--- src/rtl/pipe_regfile_sb.sv ---
// pipe_regfile_sb
//   General-register file with an integrated write scoreboard for the
//   pipelined CPU. It provides NRD combinational read ports to ID, with a
//   write-through bypass from WB. It accepts one WB write per cycle. For
//   each register it keeps a PW-bit count of issued writes that have not yet
//   retired. ID issue is stalled on a RAW hazard, or when one more write
//   would overflow a register's pending count.
//
// Ports
//   clock          rising-edge clock
//   reset          synchronous, active-high; clears registers, counts, error
//   rd_addr        read addresses, port i at [i*AW +: AW]
//   rd_data        read data (bypassed from WB), port i at [i*DATA_W +: DATA_W]
//   rd_busy        port i source still has an unresolved pending write
//   iss_valid      ID presents an instruction
//   iss_src_used   port i is a real source of the issuing instruction
//   iss_we         issuing instruction writes iss_dst
//   iss_dst        destination of the issuing instruction
//   stall          issue blocked this cycle (combinational, flush-independent)
//   wb_we          WB write enable
//   wb_addr        WB destination
//   wb_data        WB data
//   flush          squash all in-flight instructions: clears every count
//   err_underflow  sticky: a WB write hit a register whose count was 0
//   gr_flat        raw register state, reg k at [k*DATA_W +: DATA_W]
module pipe_regfile_sb #(
  parameter int DATA_W   = 16,
  parameter int NREG     = 8,
  parameter int AW       = 3,
  parameter int NRD      = 2,
  parameter int PW       = 2,
  parameter int ZERO_REG = 0
) (
  input  logic                   clock,
  input  logic                   reset,
  input  logic [NRD*AW-1:0]      rd_addr,
  output logic [NRD*DATA_W-1:0]  rd_data,
  output logic [NRD-1:0]         rd_busy,
  input  logic                   iss_valid,
  input  logic [NRD-1:0]         iss_src_used,
  input  logic                   iss_we,
  input  logic [AW-1:0]          iss_dst,
  output logic                   stall,
  input  logic                   wb_we,
  input  logic [AW-1:0]          wb_addr,
  input  logic [DATA_W-1:0]      wb_data,
  input  logic                   flush,
  output logic                   err_underflow,
  output logic [NREG*DATA_W-1:0] gr_flat
);

  localparam logic [PW-1:0] CNT_ZERO = '0;
  localparam logic [PW-1:0] CNT_ONE  = PW'(1);
  localparam logic [PW-1:0] CNT_MAX  = '1;

  logic [DATA_W-1:0] r_gr  [NREG];
  logic [PW-1:0]     r_cnt [NREG];
  logic              r_err;

  logic w_ret;
  logic w_ret_on_dst;
  logic w_src_hazard;
  logic w_fire;
  logic w_wb_ok;

  // Register 0 is hard-wired to zero when ZERO_REG is set: it is never
  // written and never counted, so it can never be busy.
  function automatic logic writable(input logic [AW-1:0] a);
    return (ZERO_REG == 0) || (a != '0);
  endfunction

  // Read ports, hazard detection and issue/retire qualification
  always_comb begin
    rd_data      = '0;
    rd_busy      = '0;
    w_src_hazard = 1'b0;
    w_wb_ok      = wb_we & writable(wb_addr);
    w_ret        = w_wb_ok & (r_cnt[wb_addr] != CNT_ZERO);
    w_ret_on_dst = w_ret & (wb_addr == iss_dst);
    for (int i = 0; i < NRD; i++) begin : g_rd
      logic [AW-1:0] a;
      a = rd_addr[i*AW +: AW];
      if (w_wb_ok && (wb_addr == a))
        rd_data[i*DATA_W +: DATA_W] = wb_data;
      else
        rd_data[i*DATA_W +: DATA_W] = r_gr[a];
      // The last outstanding write retiring now is resolved via the bypass.
      rd_busy[i] = (r_cnt[a] != CNT_ZERO) &
                   ~((r_cnt[a] == CNT_ONE) & wb_we & (wb_addr == a));
      if (iss_src_used[i] && rd_busy[i])
        w_src_hazard = 1'b1;
    end
    // A retire to the same destination frees a slot in the same cycle.
    stall  = iss_valid & (w_src_hazard |
             (iss_we & (r_cnt[iss_dst] == CNT_MAX) & ~w_ret_on_dst));
    w_fire = iss_valid & iss_we & ~stall & ~flush & writable(iss_dst);
  end

  // State update: register write, sticky underflow, pending counts
  always_ff @(posedge clock) begin
    if (reset) begin
      for (int k = 0; k < NREG; k++) begin
        r_gr[k]  <= '0;
        r_cnt[k] <= '0;
      end
      r_err <= 1'b0;
    end else begin
      if (w_wb_ok) begin
        r_gr[wb_addr] <= wb_data;
        // A write with nothing pending (e.g. after a flush) is absorbed
        // and flagged; the count stays at zero.
        if (r_cnt[wb_addr] == CNT_ZERO)
          r_err <= 1'b1;
      end
      for (int k = 0; k < NREG; k++) begin
        if (flush) begin
          r_cnt[k] <= '0;
        end else begin
          case ({w_fire && (iss_dst == AW'(k)), w_ret && (wb_addr == AW'(k))})
            2'b10:   r_cnt[k] <= r_cnt[k] + CNT_ONE;
            2'b01:   r_cnt[k] <= r_cnt[k] - CNT_ONE;
            default: r_cnt[k] <= r_cnt[k];
          endcase
        end
      end
    end
  end

  assign err_underflow = r_err;

  for (genvar k = 0; k < NREG; k++) begin : g_flat
    assign gr_flat[k*DATA_W +: DATA_W] = r_gr[k];
  end

endmodule
--- config.mk ---
export PLATFORM = sky130hd
export DESIGN_NAME = pipe_regfile_sb
export DESIGN_NICKNAME = d
export VERILOG_FILES = /design/src/rtl/pipe_regfile_sb.sv
export SDC_FILE = /design/constraint.sdc
export NUM_CORES = 1
export LEC_CHECK = 0
export ABC_CLOCK_PERIOD_IN_PS = 7700
export CAP_MARGIN = 20
export CELL_PAD_IN_SITES_DETAIL_PLACEMENT = 0
export CELL_PAD_IN_SITES_GLOBAL_PLACEMENT = 1
export CORE_ASPECT_RATIO = 1.75
export CORE_UTILIZATION = 56
export DETAILED_ROUTE_END_ITERATION = 7
export DONT_BUFFER_PORTS = 1
export PLACE_DENSITY_LB_ADDON = 0.1
export SLEW_MARGIN = 15
export SYNTH_ARGS = -nofsm -noshare
export SYNTH_HDL_FRONTEND = slang
export SYNTH_SLANG_ARGS = --single-unit
--- constraint.sdc ---
create_clock -name clock -period 7.7 [get_ports clock]
set_input_delay 1.155 -clock clock [delete_from_list [all_inputs] [get_ports clock]]
set_output_delay 1.155 -clock clock [all_outputs]
set_load 0.02 [all_outputs]
==> results of run 1 <==
-- worst min-delay path by stage --
| stage | end | depth (start not counted) |
|---|---|---|
| 2_1_floorplan | err_underflow$_SDFFE_PP0P_ | 2 |
| 3_3_place_gp | err_underflow$_SDFFE_PP0P_ | 2 |
| 3_5_place_dp | err_underflow$_SDFFE_PP0P_ | 2 |
| 4_1_cts | err_underflow$_SDFFE_PP0P_ | 2 |
| 5_1_grt | err_underflow$_SDFFE_PP0P_ | 2 |
| 6_report | err_underflow$_SDFFE_PP0P_ | 2 |
-- layer usage --
metal	wire, um	GRT usage [%]
met4	1650	19.9
met3	2510	10.7
met1	7790	32.1
met5	0	0
met2	16000	66.5
-- state kept, by name, indices dropped and copies added, names as in the netlist --
name and count:
r_gr 128, r_cnt 16, err_underflow 1
-- kinds of logic (layout without fill, tap and decap cells) --
logic type	Yosys count	after routing
AOI/OAI and AO/OA	63	63
xor gates and xnor gates	17	17
adders and majority gates	16	16
buffers and inverters	57	53
DFF	145	145
muxes	111	111
and+or+nand+nor	275	275
-- worst min-delay path, delay by kind of cell, from the launching register on --
| kind | cells | cell delay (ns) |
|---|---|---|
| AO/OA/AOI/OAI | 1 | 0.15 |
| AND/OR/NAND/NOR | 1 | 0.05 |
| flip-flops | 1 | 0.39 |
-- area by class of cell --
class,instances,area (sq um),share of cell area [%]
inverters,12,45.0,0.470
clock inverters,14,148,1.54
multi-input cells,482,4320,45.1
clock buffers,18,429,4.48
repair buffers,9,67.6,0.705
flip-flops and latches,145,4340,45.3
well taps,186,233,2.43
-- through the flow --
| step | area [sq um] | cells | setup WS (ns) | util, % | total power, mW |
|---|---|---|---|---|---|
| detailed placement | 8990 | 832 | 3.42 | 58.2 | 1.31 |
| CTS | 9570 | 864 | 3.42 | 61.9 | 2.11 |
| floorplan | 8920 | 684 | 3.46 | - | 1.25 |
| global route | 9590 | 866 | 3.30 | 62.0 | 2.17 |
| global placement | 8990 | 832 | 3.42 | 58.2 | 1.30 |
| finish | 9590 | 866 | 3.41 | 62.0 | 2.11 |
-- cells in the final DEF (no fill, tap or decap), drive strengths merged, types with 7 or more instances in the layout --
| master | n |
|---|---|
| edfxtp | 144 |
| and2 | 128 |
| mux4 | 72 |
| nor2 | 51 |
| mux2i | 35 |
| o21ai | 28 |
| nand2 | 26 |
| a21oi | 21 |
| inv | 20 |
| clkbuf | 18 |
| ha | 16 |
| or2 | 11 |
| xor2 | 10 |
| nor3 | 10 |
| or3 | 10 |
| nand3 | 9 |
| buf | 9 |
| xnor2 | 7 |
-- power by group through the flow --
| stage | logic (mW) | clock network [mW] | registers, mW |
|---|---|---|---|
| 6_report | 0.259 | 0.820 | 1.03 |
| 3_5_place_dp | 0.258 | 0 | 1.05 |
| 4_1_cts | 0.259 | 0.822 | 1.03 |
| 3_3_place_gp | 0.256 | 0 | 1.04 |
| 5_1_grt | 0.271 | 0.860 | 1.03 |
| 2_1_floorplan | 0.226 | 0 | 1.02 |
==> results.toml, run 1 <==
[status]
status = "finished, final reports clean"

[worst_setup_path]
critPathBufInv = 1
path_cells = "xor2_1, nor4_4, buf_4, o31ai_2, a22oi_4, a21boi_0"
critPathMaxStageDelay_ns = 0.61
cp_top_family = "compound AO/OA/AOI/OAI gates"
cp-startpoint = "rd_addr[2]"
end_kind = "output pin"
critPathLaunchType = "input pin"
worstSetupEndpoint = "stall"
r2r_slack_ns = 4.52
path_depth = 6
rr_endpoint = "r_cnt[1][1]$_SDFFCE_PN0P_"
r2r_cells = 7
crit_type = "input pin to output pin"
slowest_stage = "a21boi_0"
r2r_start = "r_cnt[5][0]$_DFFE_PP_"
required_ns = 6.55
critPathMaxFanout = 33
cp.arrival_ns = 3.13

[grt]
track_usage_pct = 35.0
grt_max_degree = 39
grt_antenna_before_repair = 0
grt_pass1_vias = 6126
grt_pass1_wl_um = 40400
gr-total-overflow = 0

[cts]
root_buffer = "clkbuf_16"
cts_resized = 0
clkLatencyLatePin_ns = 0.42
numCtsBuffers = 17
cts.sinks = 145
clockBufferDepth = 2
clk_pin_slew_worst_paths_ns = 0.07
cts_tree = "done"
htree_levels = 4
post_cts_buffers = 0
holdBufCountCts = 0

[floorplan]
coreArea_sq_mm = 0.0155
die-height_um = 169
top_level_ports = 200
start_util_pct = 57.7
dieArea_sq_mm = 0.0165
die_w_um = 97.4
rows = 60

[power]
p_sw_share_pct = 29.5
seqPwrFrac_pct = 48.9
combinationalPowerShare_pct = 12.3
ir_drop_uv = 146
p_clk_share_pct = 38.9
internal_power_mw = 1.49
p_leak_nw = 3.41
switching_power_uw = 622
p_per_area_mw_per_mm2 = 220

[synth]
synth_mux_area_share_pct = 22.7
avgSynthCellArea_sq_um = 13.0
synth-xor-area-share_pct = 1.67
synth_common_cells = "edfxtp_1, and2_1, mux4_2, nor2_1, mux2i_1"
synth_adder_area_share_pct = 2.24
synth_top_family_by_area = "multiplexers"
synth_top_area_cell = "edfxtp_1"
synthArstFlopShare_pct = 0
yosys_register_bits = 145
ys_types = 49
ys.flop_type = "edfxtp_1"
synth_fp_nets = 736
synth_top_area_share_pct = 48.5
post-synth-top-count-cell = "edfxtp_1"
synth_area_sq_mm = 0.00892
ys_seq_area_share_pct = 48.7
synth-compound-area-share_pct = 4.57
synth-edff-count = 144
synth.area.top_cells = "edfxtp_1, mux4_2, and2_1"
synthSimpleGateAreaFrac_pct = 17.3
ys_warn_count = 0
synthCells = 684

[timing]
slew_viol_final = 0
max_freq_mhz = 233
rsz0062_at_grt = "false"
period_needed_ns = 4.29
fin_skew_ns = 0.00819
setup_viol = 0
final_hold_viol_count = 0
fin_crit_sh_pct = 55.7
holdWs_ns = 0.630
slew_headroom_pct = 31.4
worst_pin_slew_ns = 1.03
setup_tns_ns = 0

[placement]
io_buffers = 0
gp_congestion = 0.980
dpl.hpwl_um = 20600

[drt]
drc = 0
firstDrtPassIters = 8
num_vias = 5885
viasPerCell = 6.80
ant_nets = 0
wire_per_inst_um = 32.2
drtIter0Drc = 359
wl_um = 27900

[run]
maxCapViolations = 0

[layout]
fill_cells = 1163
drive_above_1_share_pct = 19.4
syn2layout_area_growth_pct = 7.46
layout.nets = 719
diodes = 0

[hold_path]
worstHoldStart = "err_underflow$_SDFFE_PP0P_"
hold_class = "flop to flop"
Note: power is estimated with default switching activity, not from simulation.
==> inputs of run 2 (changes only) <==
--- a/config.mk
+++ b/config.mk
@@ -5,12 +5,13 @@
 export SDC_FILE = /design/constraint.sdc
 export NUM_CORES = 1
 export LEC_CHECK = 0
-export ABC_CLOCK_PERIOD_IN_PS = 7700
+export ABC_AREA = 1
+export ABC_CLOCK_PERIOD_IN_PS = 3900
 export CAP_MARGIN = 20
 export CELL_PAD_IN_SITES_DETAIL_PLACEMENT = 0
 export CELL_PAD_IN_SITES_GLOBAL_PLACEMENT = 1
 export CORE_ASPECT_RATIO = 1.75
-export CORE_UTILIZATION = 56
+export CORE_UTILIZATION = 43
 export DETAILED_ROUTE_END_ITERATION = 7
 export DONT_BUFFER_PORTS = 1
 export PLACE_DENSITY_LB_ADDON = 0.1
==> constraint.sdc (replaced) <==
create_clock -name clock -period 3.9 [get_ports clock]
set_input_delay 0.585 -clock clock [delete_from_list [all_inputs] [get_ports clock]]
set_output_delay 0.585 -clock clock [all_outputs]
set_load 0.02 [all_outputs]
==> run 2 against run 1 <==
- the flow now finishes with violations (design-rule violations)
- clock skew shrank 0.0028 ns
- critical endpoint is now rd_data[18]
- first-iteration DRC count grew 100%
- sequential share of layout area shrank 1.7 points
- register-to-register slack lost 3.3 ns
- clock power grew 93%
==> results.toml, run 2 <==
[cts]
clockBufferDepth = 2
post_cts_buffers = 0
numCtsBuffers = 17
cts_resized = 0
clkLatencyLatePin_ns = 0.44
clk_pin_slew_worst_paths_ns = 0.06
htree_levels = 4
root_buffer = "clkbuf_16"
holdBufCountCts = 0
cts.sinks = 145
cts_tree = "done"

[drt]
firstDrtPassIters = 8
wire_per_inst_um = 24.4
drc = 19
num_vias = 8277
drtIter0Drc = 727
wl_um = 34000
ant_nets = 0
viasPerCell = 5.92

[worst_setup_path]
r2r_cells = 10
cp.arrival_ns = 2.37
crit_type = "input pin to output pin"
cp-startpoint = "rd_addr[3]"
r2r_slack_ns = 1.20
critPathMaxFanout = 129
rr_endpoint = "r_cnt[7][0]$_SDFFCE_PP0P_"
required_ns = 3.31
end_kind = "output pin"
critPathLaunchType = "input pin"
r2r_start = "r_cnt[3][0]$_SDFFCE_PN0P_"

[placement]
dp_cells = 1366
dpl.hpwl_um = 23900
io_buffers = 0
placed_area_sq_mm = 0.00940
gp_congestion = 0.903

[layout]
regMostFlops = "r_gr"
layout.nets = 1185
utilization_pct = 47.8
syn2layout_area_growth_pct = 9.40
layout_commonest_cell = "nor2_1"
postLayoutCellArea_sq_mm = 0.00996
final_cells = 1398
layout_common_cells = "nor2_1, nand2_1, o21ai_0, edfxtp_1, inv_1"
drive_above_1_share_pct = 8.12
largest_reg_flops = 128
diodes = 0

[status]
status = "complete, but fails checks"
violations = "design-rule violations"

[synth]
synthArstFlopShare_pct = 0
ys_seq_area_share_pct = 47.7
synth.area.top_cells = "edfxtp_1, o21ai_0, nor2_1"
ys_types = 29
synth_common_cells = "nor2_1, nand2_1, o21ai_0, edfxtp_1, inv_1"
synth-edff-count = 144
synth_area_sq_mm = 0.00910
avgSynthCellArea_sq_um = 7.93
synth_top_area_cell = "edfxtp_1"
ys.flop_type = "edfxtp_1"
synthCells = 1148
post-synth-top-count-cell = "nor2_1"
synth_fp_nets = 1200
ys_warn_count = 0
synth_top_area_share_pct = 47.5
yosys_register_bits = 145

[timing]
setup_viol = 0
fin_skew_ns = 0.00543
slew_viol_final = 0
max_freq_mhz = 338
rsz0062_at_grt = "false"
setup_tns_ns = 0
slew_headroom_pct = 33.1
final_hold_viol_count = 0
worst_pin_slew_ns = 1.00
holdWs_ns = 0.209
fin_crit_sh_pct = 75.9
period_needed_ns = 2.96

[hold_path]
worstHoldStart = "reset"
min_to = "err_underflow$_SDFFE_PP0P_"
hold_class = "input pin to flop"
whs_path_depth = 1

[floorplan]
coreArea_sq_mm = 0.0208
die_w_um = 112
dieArea_sq_mm = 0.0218
top_level_ports = 200
start_util_pct = 43.7
die-height_um = 194
rows = 70

[grt]
gr-total-overflow = 0
grt_antenna_before_repair = 0
track_usage_pct = 31.7
grt_pass1_vias = 8026
grt_max_degree = 130
grt_pass1_wl_um = 49800

[power]
ir_drop_uv = 204
p_leak_nw = 3.95
p_per_area_mw_per_mm2 = 422

[run]
maxCapViolations = 0
[run 2: cell types whose count changed after synthesis, sizes merged, moves of 17 or more]
cell    change
a21oi      +45
and2      -125
nand3      +84
o21ai     +128
clkinv     +17
o211ai     +65
mux2i      -35
nor2      +146
nand2     +147
clkbuf     +19
inv        +93
mux4       -72
[run 2: layer usage]
layer,up-vias,track usage [%],routed length [um]
li1,3891,-,-
met3,96,9.07,2600
met4,0,20.0,2110
met2,333,57.3,17800
met5,-,0,0
met1,3957,31.4,11500
[run 2: layout make-up]
cell class / instances / area (sq um)
Inverter: 122 / 458
Tap cell: 252 / 315
Sequential cell: 145 / 4340
Clock inverter: 14 / 123
Clock buffer: 18 / 429
Timing Repair Buffer: 40 / 300
Fill cell: 2155 / 10900
Multi-Input combinational cell: 807 / 3990
[run 2: worst max-delay path by stage]
stage | to | slack (ns) | cells after the start
final | rd_data[18] | 0.94 | 7
after global routing | rd_data[18] | 0.92 | 7
after CTS | stall | 1.03 | 9
after detailed placement | r_cnt[5][0]$_DFFE_PP_ | 0.96 | 15
after global placement | r_cnt[7][1]$_SDFFCE_PP0P_ | 1.04 | 8
after floorplan | r_cnt[5][0]$_DFFE_PP_ | 1.22 | 16
[run 2: critical path: stages]
cell     delay (ns)
inv_2          0.21
nand2_1        0.11
nand2_1        0.05
nor2_1         0.11
nand2_2        0.23
buf_4          0.29
o21ai_0        0.66
[run 2: cell families after synthesis]
| kind of cell | Yosys count | share of synthesized area, % |
|---|---|---|
| AO/OA/AOI/OAI | 289 | 17.7 |
| XOR/XNOR | 8 | 0.770 |
| adder cells (fa/ha/maj) | 16 | 2.20 |
| buffers and inverters | 196 | 8.46 |
| flip-flops | 145 | 47.7 |
| AND/OR/NAND/NOR | 494 | 23.1 |
[run 2: power breakdown]
| group | switching [mW] | internal (mW) |
|---|---|---|
| Sequential | 0.211 | 1.82 |
| Clock | 0.661 | 0.924 |
| Combinational | 0.407 | 0.182 |
| Total | 1.28 | 2.92 |
[run 2: stage by stage]
step | power, mW | worst slack [ns]
after global placement | 2.65 | 1.04
final | 4.20 | 0.941
after floorplan | 2.46 | 1.22
after CTS | 4.22 | 1.03
after global routing | 4.33 | 0.917
after detailed placement | 2.65 | 0.964
